`config.mk`:
```
export PLATFORM = sky130hd
export DESIGN_NAME = classifier_vector_loader
export DESIGN_NICKNAME = d
export VERILOG_FILES = /design/src/rtl/classifier_vector_loader.sv
export SDC_FILE = /design/constraint.sdc
export NUM_CORES = 1
export LEC_CHECK = 0
export CAP_MARGIN = 0
export CELL_PAD_IN_SITES_DETAIL_PLACEMENT = 0
export CELL_PAD_IN_SITES_GLOBAL_PLACEMENT = 2
export CORE_MARGIN = 2
export CORE_UTILIZATION = 31
export DETAILED_ROUTE_END_ITERATION = 10
export PLACE_DENSITY = 0.86
export SLEW_MARGIN = 5
export SYNTH_ARGS = -nofsm -noshare
export SYNTH_HDL_FRONTEND = slang
export SYNTH_SLANG_ARGS = --single-unit
```
`constraint.sdc`:
```
create_clock -name clk -period 1.7 [get_ports clk]
set_input_delay 0.34 -clock clk [delete_from_list [all_inputs] [get_ports clk]]
set_output_delay 0.34 -clock clk [all_outputs]
set_load 0.005 [all_outputs]
```
`src/rtl/classifier_vector_loader.sv`:
```
// -----------------------------------------------------------------------------
// classifier_vector_loader
//
// Streams feature values in one per beat and packs NUM_A of them into the flat
// input bus of a combinational classifier. Once a complete vector is loaded,
// the bus is held for SETTLE cycles so the classifier output can settle. The
// class is then registered and offered on a valid/ready output port.
// Loading, settling and output never overlap, so one vector is in flight at
// a time.
//
// Ports
//   clk        rising-edge clock
//   rst_n      asynchronous active-low reset
//   s_valid    feature beat valid
//   s_ready    loader can accept a beat (only in the LOAD state)
//   s_data     unsigned feature value, WIDTH_A bits
//   s_last     marks the final beat of a vector
//   cls_inp    registered feature bus to the classifier, slot 0 in the LSBs
//   cls_out    classifier result, combinational in cls_inp
//   m_valid    class result valid
//   m_ready    downstream accepts the result
//   m_class    registered class
//   m_count    number of results delivered, wraps 0xFFFF -> 0
//   err_frame  one-cycle pulse: framing error, the partial vector was dropped
// -----------------------------------------------------------------------------
module classifier_vector_loader #(
  parameter int NUM_A    = 4,
  parameter int WIDTH_A  = 4,
  parameter int OUTWIDTH = 2,
  parameter int SETTLE   = 2
) (
  input  logic                       clk,
  input  logic                       rst_n,
  input  logic                       s_valid,
  output logic                       s_ready,
  input  logic [WIDTH_A-1:0]         s_data,
  input  logic                       s_last,
  output logic [NUM_A*WIDTH_A-1:0]   cls_inp,
  input  logic [OUTWIDTH-1:0]        cls_out,
  output logic                       m_valid,
  input  logic                       m_ready,
  output logic [OUTWIDTH-1:0]        m_class,
  output logic [15:0]                m_count,
  output logic                       err_frame
);

  localparam int VEC_W = NUM_A * WIDTH_A;
  localparam int IDX_W = (NUM_A  > 1) ? $clog2(NUM_A)  : 1;
  localparam int CNT_W = (SETTLE > 1) ? $clog2(SETTLE) : 1;

  localparam logic [IDX_W-1:0] LAST_IDX = IDX_W'(NUM_A - 1);
  localparam logic [CNT_W-1:0] LAST_CNT = CNT_W'(SETTLE - 1);

  typedef enum logic [1:0] {
    ST_LOAD   = 2'd0,
    ST_SETTLE = 2'd1,
    ST_OUTPUT = 2'd2
  } state_t;

  state_t                state_q,     state_d;
  logic [IDX_W-1:0]      idx_q,       idx_d;
  logic [CNT_W-1:0]      cnt_q,       cnt_d;
  logic [VEC_W-1:0]      cls_inp_q,   cls_inp_d;
  logic [OUTWIDTH-1:0]   m_class_q,   m_class_d;
  logic                  m_valid_q,   m_valid_d;
  logic [15:0]           m_count_q,   m_count_d;
  logic                  err_frame_q, err_frame_d;

  logic s_ready_int;
  logic beat;
  logic last_slot;
  logic frame_end;
  logic frame_err;
  logic settle_done;
  logic m_fire;

  // Handshake qualifiers shared by the next-state and datapath logic.
  assign beat        = s_valid & s_ready_int;
  assign last_slot   = (idx_q == LAST_IDX);
  // A vector is well framed only when s_last coincides with the final slot;
  // any disagreement between the two is a framing error.
  assign frame_end   = beat & last_slot & s_last;
  assign frame_err   = beat & (last_slot ^ s_last);
  assign settle_done = (cnt_q == LAST_CNT);
  assign m_fire      = m_valid_q & m_ready;

  // ---------------------------------------------------------------------------
  // State and datapath registers
  // ---------------------------------------------------------------------------
  always_ff @(posedge clk or negedge rst_n) begin
    if (!rst_n) begin
      state_q     <= ST_LOAD;
      idx_q       <= '0;
      cnt_q       <= '0;
      cls_inp_q   <= '0;
      m_class_q   <= '0;
      m_valid_q   <= 1'b0;
      m_count_q   <= '0;
      err_frame_q <= 1'b0;
    end else begin
      state_q     <= state_d;
      idx_q       <= idx_d;
      cnt_q       <= cnt_d;
      cls_inp_q   <= cls_inp_d;
      m_class_q   <= m_class_d;
      m_valid_q   <= m_valid_d;
      m_count_q   <= m_count_d;
      err_frame_q <= err_frame_d;
    end
  end

  // ---------------------------------------------------------------------------
  // Next-state logic
  // ---------------------------------------------------------------------------
  always_comb begin
    state_d = state_q;
    unique case (state_q)
      ST_LOAD:   if (frame_end)   state_d = ST_SETTLE;
      ST_SETTLE: if (settle_done) state_d = ST_OUTPUT;
      ST_OUTPUT: if (m_fire)      state_d = ST_LOAD;
      default:                    state_d = ST_LOAD;
    endcase
  end

  // ---------------------------------------------------------------------------
  // Datapath next values
  // ---------------------------------------------------------------------------
  always_comb begin
    idx_d       = idx_q;
    cnt_d       = cnt_q;
    cls_inp_d   = cls_inp_q;
    m_class_d   = m_class_q;
    m_valid_d   = m_valid_q;
    m_count_d   = m_count_q;
    err_frame_d = 1'b0;

    unique case (state_q)
      ST_LOAD: begin
        cnt_d = '0;
        if (beat) begin
          // Every accepted beat lands in its slot, even one that turns out to
          // be badly framed; stale slots are simply overwritten later.
          for (int i = 0; i < NUM_A; i++) begin
            if (idx_q == IDX_W'(i)) begin
              cls_inp_d[i*WIDTH_A +: WIDTH_A] = s_data;
            end
          end
          if (frame_err) begin
            idx_d       = '0;
            err_frame_d = 1'b1;
          end else if (!last_slot) begin
            idx_d = idx_q + IDX_W'(1);
          end else begin
            idx_d = '0;
          end
        end
      end

      ST_SETTLE: begin
        // cls_inp has been stable for SETTLE edges when this fires, so the
        // classifier output is safe to capture.
        if (settle_done) begin
          m_class_d = cls_out;
          m_valid_d = 1'b1;
          cnt_d     = '0;
        end else begin
          cnt_d = cnt_q + CNT_W'(1);
        end
      end

      ST_OUTPUT: begin
        if (m_fire) begin
          m_valid_d = 1'b0;
          m_count_d = m_count_q + 16'd1;
          idx_d     = '0;
        end
      end

      default: begin
        idx_d = '0;
        cnt_d = '0;
      end
    endcase
  end

  // ---------------------------------------------------------------------------
  // Outputs
  // ---------------------------------------------------------------------------
  always_comb begin
    s_ready_int = (state_q == ST_LOAD);
  end

  assign s_ready   = s_ready_int;
  assign cls_inp   = cls_inp_q;
  assign m_valid   = m_valid_q;
  assign m_class   = m_class_q;
  assign m_count   = m_count_q;
  assign err_frame = err_frame_q;

endmodule

```
==> impl_metrics.py <==
metrics = {
    "power_and_ir_drop": {
        "clockPowerShare": 0.187,
        "power-per-cell-area_nw_per_um2": 1310,
        "p_sw_w": 0.000880,
        "power.total_w": 0.00320,
        "seq_power_share": 0.451,
        "internal-power_w": 0.00232,
        "switching_share": 0.275,
        "p_leak_nw": 1.06,
        "irDropWorstVdd_uv": 568,
        "p_comb_frac": 0.362,
    },
    "finish": {
        "fin_nets": 210,
        "drive_gt1_frac": 0.190,
        "finalNonFillerCells": 267,
        "area.growth.synth_to_final_pct": 35.6,
        "antennaDiodeCount": 0,
        "finish.utilization": 0.438,
        "fillers": 544,
    },
    "clock_network": {
        "cts_buffer_depth": 2,
        "cts-htree-levels": 2,
        "cts_num_sinks": 41,
        "cts-root-buf": "clkbuf_8",
        "clk_transition_reported_paths_ps": 80,
        "clock_latency_ps": 280,
        "cts_buffers": 5,
        "tritoncts": "done",
        "hold_buffers": 0,
    },
    "global_routing": {
        "grt_max_degree": 42,
        "grt_use_total": 0.119,
        "antenna_found_initial": 0,
        "grt_pass1_vias": 1212,
        "grt_pass1_wl_mm": 5.92,
        "grt_overflow": 0,
    },
    "synth": {
        "yosysSeqAreaShare": 0.569,
        "synth_edf_count": 0,
        "synth_top_family_by_area": "multiplexers",
        "synth_warnings": 0,
        "ys.flop_type": "dfrtp_1",
        "syn_nets": 157,
        "synthDominantCellAreaShare": 0.569,
        "yosysMostFrequentCell": "dfrtp_1",
        "syn_avg_cell_area_um2": 12.8,
        "async_reset_ff_frac": 1.00,
        "syn_inst": 141,
        "synth_top_area_cell": "dfrtp_1",
        "synthSimpleGateAreaFrac": 0.124,
        "synthAdderAreaFrac": 0.0347,
        "synth.area.top_cells": "dfrtp_1 57%, mux2_2 12%, xnor2_1 7.3%",
        "syn_area_um2": 1800,
        "synthMuxAreaShare": 0.124,
        "synth_compound_gate_area_share": 0.0313,
        "synthTopCellsByCount": "41 x dfrtp_1, 19 x mux2_2, 15 x xnor2_1, 9 x nand3_1, 7 x and3_1",
        "synth_xor_area_frac": 0.0778,
        "ys_types": 26,
        "ys_ff_latch": 41,
    },
    "critical_path": {
        "path_class": "reg2out",
        "cp_num_cells": 1,
        "cp-start-kind": "flop",
        "endpoint_kind": "output port",
        "worst_ep_required_time_ps": 1360,
        "worstPathCellList": "clkdlybuf4s50_1",
        "critPathMaxFanout": 6,
        "crit_path_top_delay_cell": "clkdlybuf4s50_1",
        "cp_data_arrival_time_ps": 1270,
        "path_delay_family": "buffers and inverters",
        "slowest_delay_ps": 540,
        "cp_num_buf_inv": 1,
        "worst_r2r_path_depth": 4,
    },
    "timing": {
        "setup_viol": 0,
        "totalNegativeSetupSlack_ps": 0,
        "skew_ps": 3.88,
        "hold_viol": 0,
        "period_share": 0.950,
        "worstMarginPinSlew_ps": 522,
        "hold_slack_ps": 107,
        "fin_crit_ps": 1610,
        "fmax_mhz": 619,
        "drv_slew": 0,
        "rsz0062_at_grt": "false",
        "relSlewSlack": 0.652,
    },
    "routing": {
        "routed-via-count": 1227,
        "drc": 0,
        "drtIter0Drc": 27,
        "wl_mm": 3.58,
        "post_drt_via_cell_ratio": 4.60,
        "ant_nets": 0,
        "avgRoutedWirePerCell_um": 13.4,
        "drtPass1Iterations": 4,
    },
    "die": {
        "fp.dieW_um": 80.2,
        "die_h_um": 80.2,
        "start_util": 0.323,
        "dieArea_um2": 6440,
        "core_area_um2": 5570,
        "rows": 27,
        "io-pin-count": 48,
    },
    "placed_design": {
        "portBuffers": 47,
        "placed_cells": 256,
        "dp_hpwl_mm": 2.65,
        "place_congestion": 0.727,
    },
    "status": {
        "status": "finished, final reports clean",
    },
    "hold_path": {
        "hold_path_class": "in2async",
    },
    "job": {
        "drv_cap": 0,
    },
}
==> state kept, by name (all words and copies together) (netlist names) <==
name,count
cls_inp,16
m_count,16
idx_q,2
m_class,2
state_q,2
cnt_q,1
err_frame,1
m_valid,1
==> final cells by class <==
class / instances / area [µm²] / area share
Clock buffer: 6 / 72.6 / 0.0297
Clock inverter: 2 / 10.0 / 0.00410
Inverter: 4 / 15.0 / 0.00614
Multi-Input combinational cell: 88 / 707 / 0.289
Sequential cell: 41 / 1030 / 0.421
Tap cell: 72 / 90.1 / 0.0369
Timing Repair Buffer: 54 / 520 / 0.213
==> stage by stage <==
stage / area, µm² / worst slack [ps]
floorplan: 1800 / 205
global placement: 2330 / -166
detailed placement: 2330 / -169
CTS: 2440 / 44.2
global route: 2440 / 5.85
finish: 2440 / 85.3
==> kinds of logic (layout without fill, tap and decap cells) <==
| family | after synthesis | count (layout) |
|---|---|---|
| DFF | 41 | 41 |
| muxes | 20 | 20 |
| buffers and inverters | 12 | 66 |
| AOI/OAI and AO/OA | 9 | 9 |
| xor gates and xnor gates | 16 | 16 |
| adders and majority gates | 5 | 5 |
| and+or+nand+nor | 38 | 38 |
==> cells in the final DEF, fill, tap and decap left out <==
cell type / synthesis / routed
a32o_1: 1 / 1
inv_1: 4 / 4
and2_1: 5 / 5
dfrtp_2: 0 / 2
a21oi_1: 2 / 2
xnor2_1: 15 / 15
dlymetal6s2s_1: 0 / 1
clkdlybuf4s50_1: 0 / 45
xor2_1: 1 / 1
and4b_1: 1 / 1
clkbuf_8: 0 / 5
clkinv_2: 0 / 2
and3_2: 0 / 1
o21ai_0: 4 / 4
mux2i_1: 1 / 1
buf_2: 5 / 1
nor2b_1: 1 / 1
clkbuf_1: 0 / 1
and3_1: 7 / 6
nand4_1: 5 / 5
buf_4: 1 / 7
nand3_1: 9 / 9
and4_1: 2 / 2
mux2_2: 19 / 19
a21o_1: 1 / 1
nand3b_1: 1 / 1
nor2_1: 2 / 2
o41ai_1: 1 / 1
or2b_1: 1 / 1
ha_1: 5 / 5
nand2_1: 4 / 4
dfrtp_1: 41 / 39
==> what timing repair did <==
item / 4_1_cts / 5_1_grt
buffers inserted: 3 / 0
setup endpoints to repair: 1 / 4
gates resized for setup: 2 / 2
cloned: 0 / 0
==> path summary, 6_finish.rpt <==
path / from / endpoint / slack (ps)
worst max-delay path: m_count[4] / m_count[4] / 90
worst min-delay path: rst_n / idx_q[0] / 110
worst max register to register: state_q[0] / cls_inp[14] / 110
worst min register to register: m_count[15] / m_count[15] / 470
max in group asynchronous: rst_n / state_q[1] / 1200
min in group clk: m_count[15] / m_count[15] / 470
==> metal layers <==
metal  track usage  share of wire
met5             0              0
met4        0.0254         0.0067
met3        0.0371          0.041
met2         0.197           0.50
met1         0.153           0.45
==> power by group through the flow <==
stage | clock network (W) | logic (W) | registers [W]
6_report | 0.000598 | 0.00116 | 0.00144
5_1_grt | 0.000676 | 0.00127 | 0.00148
4_1_cts | 0.000629 | 0.00119 | 0.00145
3_5_place_dp | 0 | 0.00113 | 0.00148
3_3_place_gp | 0 | 0.00112 | 0.00148
2_1_floorplan | 0 | 0.000518 | 0.00145
Note: power is estimated with default switching activity, not from simulation.
